[src/rtl/fp_add_pkg.sv]
// Shared constants and types for the single-precision FP adder pipeline.
// Used by the alignment, exponent-update and rounding stages.
package fp_add_pkg;

  localparam int unsigned EXP_W   = 8;
  localparam int unsigned FRAC_W  = 23;
  localparam int unsigned MANT_W  = 1 + FRAC_W + 3;
  localparam int unsigned SHAMT_W = 5;

  localparam int unsigned      EXP_BIAS = 127;
  localparam logic [EXP_W-1:0] EXP_MAX  = 8'hFF;
  localparam logic [31:0]      QNAN     = 32'h7FC0_0000;

  typedef struct packed {
    logic              sign;
    logic [EXP_W-1:0]  eff_exp;
    logic [MANT_W-1:0] mant;
    logic              is_nan;
    logic              is_inf;
  } fp_unpacked_t;

  typedef struct packed {
    logic [EXP_W-1:0]   exp_max;
    logic [MANT_W-1:0]  mant_big;
    logic [MANT_W-1:0]  mant_small_raw;
    logic [SHAMT_W-1:0] shamt;
    logic               sign_big;
    logic               eff_sub;
    logic               swapped;
    logic               nan_flag;
    logic               inf_flag;
  } align_s1_t;

  typedef struct packed {
    logic [EXP_W-1:0]  exp_max;
    logic [MANT_W-1:0] mant_big;
    logic [MANT_W-1:0] mant_small;
    logic              sign_big;
    logic              eff_sub;
    logic              swapped;
    logic              nan_flag;
    logic              inf_flag;
  } align_out_t;

  // Denormals and zero take effective exponent 1 with no hidden bit.
  function automatic fp_unpacked_t fp_unpack(input logic [31:0] v, input logic flip_sign);
    fp_unpacked_t u;
    logic [EXP_W-1:0]  e;
    logic [FRAC_W-1:0] f;
    e         = v[FRAC_W +: EXP_W];
    f         = v[FRAC_W-1:0];
    u.sign    = v[31] ^ flip_sign;
    u.eff_exp = (e == '0) ? EXP_W'(1) : e;
    u.mant    = {(e != '0), f, 3'b000};
    u.is_nan  = (e == EXP_MAX) && (f != '0);
    u.is_inf  = (e == EXP_MAX) && (f == '0);
    return u;
  endfunction

endpackage

[src/rtl/fp_rshift_sticky.sv]
// Combinational logarithmic right shifter; bits shifted out are OR-ed into bit 0.
module fp_rshift_sticky
  import fp_add_pkg::*;
(
  input  logic [MANT_W-1:0]  i_data,
  input  logic [SHAMT_W-1:0] i_shamt,
  output logic [MANT_W-1:0]  o_data
);

  logic [MANT_W-1:0] w_val;
  logic [MANT_W-1:0] w_mask;
  logic              w_sticky;

  always_comb begin
    w_val    = i_data;
    w_mask   = '0;
    w_sticky = 1'b0;
    for (int k = 0; k < int'(SHAMT_W); k++) begin
      if (i_shamt[k]) begin
        w_mask   = ~({MANT_W{1'b1}} << (1 << k));
        w_sticky = w_sticky | (|(w_val & w_mask));
        w_val    = w_val >> (1 << k);
      end
    end
    o_data = {w_val[MANT_W-1:1], w_val[0] | w_sticky};
  end

endmodule

[src/rtl/fp_add_align.sv]
// FP adder pre-alignment: unpack/classify/swap in stage 1, sticky right shift in stage 2.
// Both stages are registered with a valid/ready handshake and no skid buffer.
module fp_add_align
  import fp_add_pkg::*;
(
  input  logic              clk,
  input  logic              rst_n,
  input  logic              in_valid,
  output logic              in_ready,
  input  logic [31:0]       op_a,
  input  logic [31:0]       op_b,
  input  logic              sub,
  output logic              out_valid,
  input  logic              out_ready,
  output logic [EXP_W-1:0]  exp_max,
  output logic [MANT_W-1:0] mant_big,
  output logic [MANT_W-1:0] mant_small,
  output logic              sign_big,
  output logic              eff_sub,
  output logic              swapped,
  output logic              nan_flag,
  output logic              inf_flag
);

  fp_unpacked_t       w_ua, w_ub, w_big, w_small;
  logic               w_swap;
  logic [EXP_W:0]     w_diff;
  logic [SHAMT_W-1:0] w_shamt;
  align_s1_t          w_s1_d;
  logic [MANT_W-1:0]  w_mant_small_sh;
  logic               w_s2_adv;

  logic       r_s1_valid;
  align_s1_t  r_s1;
  logic       r_out_valid;
  align_out_t r_out;

  always_comb begin
    w_ua    = fp_unpack(op_a, 1'b0);
    w_ub    = fp_unpack(op_b, sub);
    // Ties keep A first.
    w_swap  = {w_ub.eff_exp, op_b[FRAC_W-1:0]} > {w_ua.eff_exp, op_a[FRAC_W-1:0]};
    w_big   = w_swap ? w_ub : w_ua;
    w_small = w_swap ? w_ua : w_ub;
    w_diff  = {1'b0, w_big.eff_exp} - {1'b0, w_small.eff_exp};
    w_shamt = (w_diff >= (EXP_W+1)'(MANT_W)) ? SHAMT_W'(MANT_W) : w_diff[SHAMT_W-1:0];

    w_s1_d                = '0;
    w_s1_d.exp_max        = w_big.eff_exp;
    w_s1_d.mant_big       = w_big.mant;
    w_s1_d.mant_small_raw = w_small.mant;
    w_s1_d.shamt          = w_shamt;
    w_s1_d.sign_big       = w_big.sign;
    w_s1_d.eff_sub        = w_ua.sign ^ w_ub.sign;
    w_s1_d.swapped        = w_swap;
    w_s1_d.nan_flag       = w_ua.is_nan | w_ub.is_nan |
                            (w_ua.is_inf & w_ub.is_inf & (w_ua.sign ^ w_ub.sign));
    w_s1_d.inf_flag       = (w_ua.is_inf | w_ub.is_inf) & ~w_s1_d.nan_flag;
  end

  assign w_s2_adv = !r_out_valid || out_ready;
  assign in_ready = !r_s1_valid || w_s2_adv;

  always_ff @(posedge clk or negedge rst_n) begin
    if (!rst_n) begin
      r_s1_valid <= 1'b0;
      r_s1       <= '0;
    end else if (in_ready) begin
      r_s1_valid <= in_valid;
      if (in_valid) r_s1 <= w_s1_d;
    end
  end

  fp_rshift_sticky u_rshift (
    .i_data  (r_s1.mant_small_raw),
    .i_shamt (r_s1.shamt),
    .o_data  (w_mant_small_sh)
  );

  always_ff @(posedge clk or negedge rst_n) begin
    if (!rst_n) begin
      r_out_valid <= 1'b0;
      r_out       <= '0;
    end else if (w_s2_adv) begin
      r_out_valid <= r_s1_valid;
      if (r_s1_valid) begin
        r_out.exp_max    <= r_s1.exp_max;
        r_out.mant_big   <= r_s1.mant_big;
        r_out.mant_small <= w_mant_small_sh;
        r_out.sign_big   <= r_s1.sign_big;
        r_out.eff_sub    <= r_s1.eff_sub;
        r_out.swapped    <= r_s1.swapped;
        r_out.nan_flag   <= r_s1.nan_flag;
        r_out.inf_flag   <= r_s1.inf_flag;
      end
    end
  end

  assign out_valid  = r_out_valid;
  assign exp_max    = r_out.exp_max;
  assign mant_big   = r_out.mant_big;
  assign mant_small = r_out.mant_small;
  assign sign_big   = r_out.sign_big;
  assign eff_sub    = r_out.eff_sub;
  assign swapped    = r_out.swapped;
  assign nan_flag   = r_out.nan_flag;
  assign inf_flag   = r_out.inf_flag;

endmodule

[config.mk]
export PLATFORM = sky130hd
export DESIGN_NAME = fp_add_align
export DESIGN_NICKNAME = d
export VERILOG_FILES = /design/src/rtl/fp_add_pkg.sv /design/src/rtl/fp_rshift_sticky.sv /design/src/rtl/fp_add_align.sv
export SDC_FILE = /design/constraint.sdc
export NUM_CORES = 1
export LEC_CHECK = 0
export CORE_AREA = 3 3 148 150
export DETAILED_ROUTE_END_ITERATION = 12
export DIE_AREA = 0 0 151 153
export PLACE_DENSITY = 0.7
export SYNTH_ARGS = -nofsm -noshare
export SYNTH_HDL_FRONTEND = slang
export SYNTH_SLANG_ARGS = --single-unit
[constraint.sdc]
create_clock -name clk -period 3.3 [get_ports clk]
set_input_delay 0.495 -clock clk [delete_from_list [all_inputs] [get_ports clk]]
set_output_delay 0.495 -clock clk [all_outputs]
set_load 0.005 [all_outputs]
# --- Word level (Yosys, flattened, before mapping) ---
# Cells that the tools add are included.
classes:
  addsub: 1
  n_bitwise: 14
  reduce_logical: 22
  n_lt_le_gt_ge: 2
  eq_ne: 2
  n_mux: 15
op_table:
  columns: ["cell", "count"]
  rows:
  - ["$mux W27", 5]
  - ["$logic_not A23 Y1", 2]
  - ["$reduce_bool A23 Y1", 2]
  - ["$mux W38", 1]
  - ["$mux W37", 1]
  - ["$gt A31 B31 Y1", 1]
  - ["$eq A8 B8 Y1 const B", 2]
  - ["$logic_not A8 Y1", 2]
  - ["$mux W8", 2]
  - ["$reduce_bool A8 Y1", 2]
  - ["$reduce_or A16 Y1", 1]
  - ["$ge A9 B5 Y1 const B", 1]
  - ["$sub A8 B8 Y9", 1]
  - ["$or A1 B1 Y1", 8]
  - ["$reduce_or A8 Y1", 1]
  - ["$mux W1", 5]
  - ["$mux W5", 1]
  - ["$logic_and A1 B1 Y1", 4]
  - ["$reduce_and A2 Y1", 2]
  - ["$reduce_or A4 Y1", 1]
  - ["$and A1 B1 Y1", 3]
  - ["$logic_not A1 Y1", 2]
  - ["$logic_or A1 B1 Y1", 2]
  - ["$reduce_or A2 Y1", 1]
  - ["2 further kinds", 3]
totals:
  wordCells: 75
  reg_bits: 141

# --- Longest topological paths before layout ---
depth:
  ltp_word: 11
  ltp_mapped: 19
  mapped_depth_nobuf: 16

# --- Modules after synthesis ---
# From an unflattened synthesis, not the netlist that was laid out.
hier_totals:
  cells_unflattened: 868
  area_unflattened_um2: 8575.7
modules_own_cells:
  columns: ["module", "instances", "seq_area_each_um2", "cells_per_inst", "area_each_um2"]
  rows:
  - ["fp_add_align", 1, 3303.2, 675, 6945.4]
  - ["fp_rshift_sticky", 1, 0.0, 193, 1630.3]

# --- Worst setup path before layout ---
# OpenSTA, ideal clock, no wires.
synth_timing:
  kind: "input to register"
  from: "input op_a[26]"
  to: "register r_s1[7] (netlist bit)"
  required_time_ns: 3.178
  setup_slack_ns: -1.184
  cell_stages: 19
  arrival_ns: 4.363
  n_path_buf: 3
  cell_sequence: "buf_4 nor3_1 a21oi_1 ha_1 inv_1 nor4b_4 mux2_2 nand2_1 buf_4 clkbuf_1 and3_1 nor2_1 ha_1 a21oi_1 o2111a_1 nor2_4 a221oi_2 a2111oi_2 a32o_1"
synth_between:
  elab_chain_cells: 7
  word_cells_on_any_way: 8
  classes_between: "add/sub (1); order compare (2); mux (4); reduce/logical (1)"
synth_rtl:
  columns: ["element", "line_no", "text"]
  rows:
  - ["start, declared", "fp_add_align.sv:10", "input logic [31:0] op_a,"]
  - ["$logic_not A8 Y1", "fp_add_pkg.sv:53", "u.eff_exp = (e == '0) ? EXP_W'(1) : e;"]
  - ["$mux W8 *", "fp_add_pkg.sv:53", null]
  - ["$gt A31 B31 Y1", "fp_add_align.sv:42", "w_swap = {w_ub.eff_exp, op_b[FRAC_W-1:0]} > {w_ua.eff_exp, op_a[FRAC_W-1:0]};"]
  - ["$mux W38 or $mux W37 (tied branches)", "fp_add_align.sv:43, fp_add_align.sv:44", null]
  - ["$sub A8 B8 Y9 *", "fp_add_align.sv:45", "w_diff = {1'b0, w_big.eff_exp} - {1'b0, w_small.eff_exp};"]
  - ["$ge A9 B5 Y1", "fp_add_align.sv:46", "w_shamt = (w_diff >= (EXP_W+1)'(MANT_W)) ? SHAMT_W'(MANT_W) : w_diff[SHAMT_W-1:0];"]
  - ["$mux W5 *", "fp_add_align.sv:46", null]
  - ["end signal, assigned", "fp_add_align.sv:70", "if (in_valid) r_s1 <= w_s1_d;"]
  - ["end, declared", "fp_add_align.sv:34", "align_s1_t r_s1;"]
# Mark *: on every way between the ends. The rest lies on a longest branch, timed or not.
# A chain may end at the register's enable or synchronous reset.

# --- Worst setup path after layout ---
layout_timing:
  from: "input op_b[30]"
  to: "register r_s1[7] (netlist bit)"
layout_between:
  elab_chain_cells: 7
  word_cells_on_any_way: 8
  classes_between: "add/sub (1); order compare (2); mux (4); reduce/logical (1)"
layout_rtl:
  columns: ["element", "line_no", "text"]
  rows:
  - ["start, declared", "fp_add_align.sv:11", "input logic [31:0] op_b,"]
  - ["$logic_not A8 Y1", "fp_add_pkg.sv:53", null]
  - ["$mux W8 *", "fp_add_pkg.sv:53", null]
  - ["$gt A31 B31 Y1", "fp_add_align.sv:42", null]
  - ["$mux W38 or $mux W37 (tied branches)", "fp_add_align.sv:43, fp_add_align.sv:44", null]
  - ["$sub A8 B8 Y9 *", "fp_add_align.sv:45", null]
  - ["$ge A9 B5 Y1", "fp_add_align.sv:46", null]
  - ["$mux W5 *", "fp_add_align.sv:46", null]
# Marks and branches as above.

==> results.sh <==
export IMPL_period_needed_ps=3600
export IMPL_synth_area_um2=8230
export IMPL_ys_types=77
export IMPL_cts_max_path_buffers=2
export IMPL_rsz0062_at_grt="true"
export IMPL_r2r_worst_path_cells=9
export IMPL_nNetsFinal=1273
export IMPL_path_max_fanout=3
export IMPL_failed_checks="setup timing"
export IMPL_dp_hpwl_um=19400
export IMPL_area_delta_synth_final_pct=43.6
export IMPL_synthAdderAreaFrac=0.0456
export IMPL_min_path_type="in -> async"
export IMPL_synth_top_area_cell="dfrtp_1"
export IMPL_via_per_inst=5.35
export IMPL_finalHoldViolCount=0
export IMPL_grt_pass1_vias=7847
export IMPL_status="finished with violations"
export IMPL_antenna_found_initial=1
export IMPL_crit_required_ps=3610
export IMPL_ant_nets=0
export IMPL_async_reset_ff_frac=1.00
export IMPL_drt_iter0_drc=522
export IMPL_place_congestion=0.944
export IMPL_tightest_slew_ps=1140
export IMPL_synth_compound_area_frac=0.163
export IMPL_finalSetupTns_ps=-1080
export IMPL_die_area_um2=23100
export IMPL_yosys_warnings=0
export IMPL_worstPathArrival_ps=3920
export IMPL_synth_top_cell_area_share=0.401
export IMPL_grt_pass1_wl_um=40900
export IMPL_skew_ps=9.07
export IMPL_drc=0
export IMPL_vias=7832
export IMPL_ioPinCount=138
export IMPL_clock_latency_ps=430
export IMPL_grt_use_total=0.225
export IMPL_total_power_w=0.00613
export IMPL_seq_area_frac_synth=0.401
export IMPL_peakVddDrop_mv=0.364
export IMPL_root_buffer="clkbuf_16"
export IMPL_synth_edf_count=0
export IMPL_routed_wl_um=25800
export IMPL_place_ws_ps=-1020
export IMPL_power_density_nw_per_um2=518
export IMPL_synthXorXnorAreaFrac=0.00836
export IMPL_routedWlPerCell_um=17.6
export IMPL_setup_violations=5
export IMPL_synth_area_mux_share=0.142
export IMPL_cap_violations=0
export IMPL_cts_max_level=4
export IMPL_synthCells=934
export IMPL_synth_top_cells_by_count="nand2_1, dfrtp_1, nor2_1"
export IMPL_drive_gt1_frac=0.263
export IMPL_clk_pin_slew_ps=60
export IMPL_syn_avg_cell_area_um2=8.82
export IMPL_fmax_ghz=0.277
export IMPL_coreArea_um2=20800
export IMPL_yosysMostFrequentCell="nand2_1"
export IMPL_synth_area_leaders="dfrtp_1, mux2_2, nand2_1, mux2i_1, ha_1"
export IMPL_grt_ovfl_total=0
export IMPL_relSlewSlack=0.240
export IMPL_port_buffers=134
export IMPL_postSynth_topFlopCell="dfrtp_1"
export IMPL_critPathLaunchType="primary input"
export IMPL_fin_util=0.568
export IMPL_die_w_um=151
export IMPL_synth_top_family_by_area="simple AND/OR/NAND/NOR gates"
export IMPL_crit_type="in -> reg"
export IMPL_fp_row_count=53
export IMPL_synth_seq_cells=132
export IMPL_slew_violations=0
export IMPL_setup_slack_ps=-304
export IMPL_cts_sinks=132
export IMPL_grt_start_max_net_pins=84
export IMPL_p_leak_nw=5.33
export IMPL_initial_core_util=0.395
export IMPL_chipHeight_um=153
export IMPL_cp_end_kind="flop"
export IMPL_yosys_area_share_simple=0.187
export IMPL_post_route_period_util=1.09
export IMPL_cts_tree="built"
export IMPL_numCtsBuffers=17
export IMPL_dr_pass1_iters=5
export IMPL_fillCellCount=1850
[report_power, final]
part | internal (W) | switching [W] | leakage [nW]
registers | 0.00191 | 0.000214 | 1.57
logic | 0.00104 | 0.000969 | 3.46
clock network | 0.00122 | 0.000768 | 0.298
[kinds of logic after synthesis]
kind of cell,count (synthesis)
buffers and inverters,106
multiplexers,110
flip-flops,132
AO/OA/AOI/OAI,209
adder cells (fa/ha/maj),30
other,1
XOR/XNOR,7
AND/OR/NAND/NOR,339
[cell type report]
| class | count | area, um^2 | area share |
|---|---|---|---|
| clock inverter | 12 | 170 | 0.0144 |
| multi-input combinational | 698 | 4900 | 0.414 |
| antenna | 1 | 2.50 | 0.000212 |
| clock buffer | 20 | 447 | 0.0378 |
| sequential | 132 | 3300 | 0.279 |
| timing repair buffer | 282 | 2500 | 0.211 |
| tap | 275 | 344 | 0.0291 |
| inverter | 43 | 161 | 0.0136 |
[per-layer routing]
layer	track usage	part of all wire	vias to the layer above
met5	0	0	-
met4	0.0665	0.022	0
met3	0.0388	0.044	41
met2	0.405	0.53	217
met1	0.273	0.40	3782
li1	-	-	3792
[per-stage QoR]
step | instances | instance area, um^2 | hold WS, ps
floorplan | 936 | 8320 | 199
global placement | 1413 | 10800 | 461
detailed placement | 1413 | 10800 | 468
CTS | 1455 | 11600 | 156
global route | 1463 | 11800 | 176
finish | 1463 | 11800 | 102
[critical path, cell delays in order]
cell	delay [ps]
clkdlybuf4s15_1	300
nor3_1	110
a21o_1	210
ha_1	310
inv_2	50
nor4b_4	260
mux2_4	350
nand2_4	100
and3_4	200
nor2_4	50
ha_4	160
a21oi_4	160
o2111a_2	310
nor2_4	60
a221oi_4	310
buf_4	180
a2111oi_4	40
a32o_1	250
[sequential cells by signal, indices dropped and copies added (netlist names)]
| name | cells |
|---|---|
| inf_flag | 1 |
| r_s1 | 66 |
| nan_flag | 1 |
| sign_big | 1 |
| mant_small | 27 |
| eff_sub | 1 |
| r_s1_valid | 1 |
| swapped | 1 |
| mant_big | 24 |
| exp_max | 8 |
| out_valid | 1 |
[placed cells by master (no fill, tap or decap), types with 16 or more instances in the layout]
cell type	instances
mux2i_1	55
a21oi_1	42
dlygate4sd2_1	20
clkbuf_16	17
dfrtp_1	132
buf_4	137
o21ai_0	56
mux2_2	53
inv_1	37
ha_1	16
nor2_1	94
clkdlybuf4s50_1	79
nand2_1	155
a31oi_1	49
[final timing paths]
| kind | from | end | slack, ps |
|---|---|---|---|
| min in group clk | op_a[25] | r_s1[66]$_DFFE_PN0P_ | 390 |
| max in group asynchronous | rst_n | mant_big[12]$_DFFE_PN0P_ | 2430 |
| worst min-delay path | rst_n | mant_big[14]$_DFFE_PN0P_ | 100 |
| worst max register to register | r_s1[6]$_DFFE_PN0P_ | mant_small[0]$_DFFE_PN0P_ | 430 |
| worst min register to register | r_s1[44]$_DFFE_PN0P_ | r_s1[44]$_DFFE_PN0P_ | 480 |
| worst max-delay path | op_b[30] | r_s1[7]$_DFFE_PN0P_ | -300 |
[what timing repair did]
| item | CTS | global route |
|---|---|---|
| setup endpoints to repair | 5 | 5 |
| hold buffers | 0 | 0 |
| pin swaps | 44 | 24 |
| resized for setup | 97 | 51 |
| buffers inserted | 10 | 7 |
No activity file was read; power rests on OpenSTA's default activity.
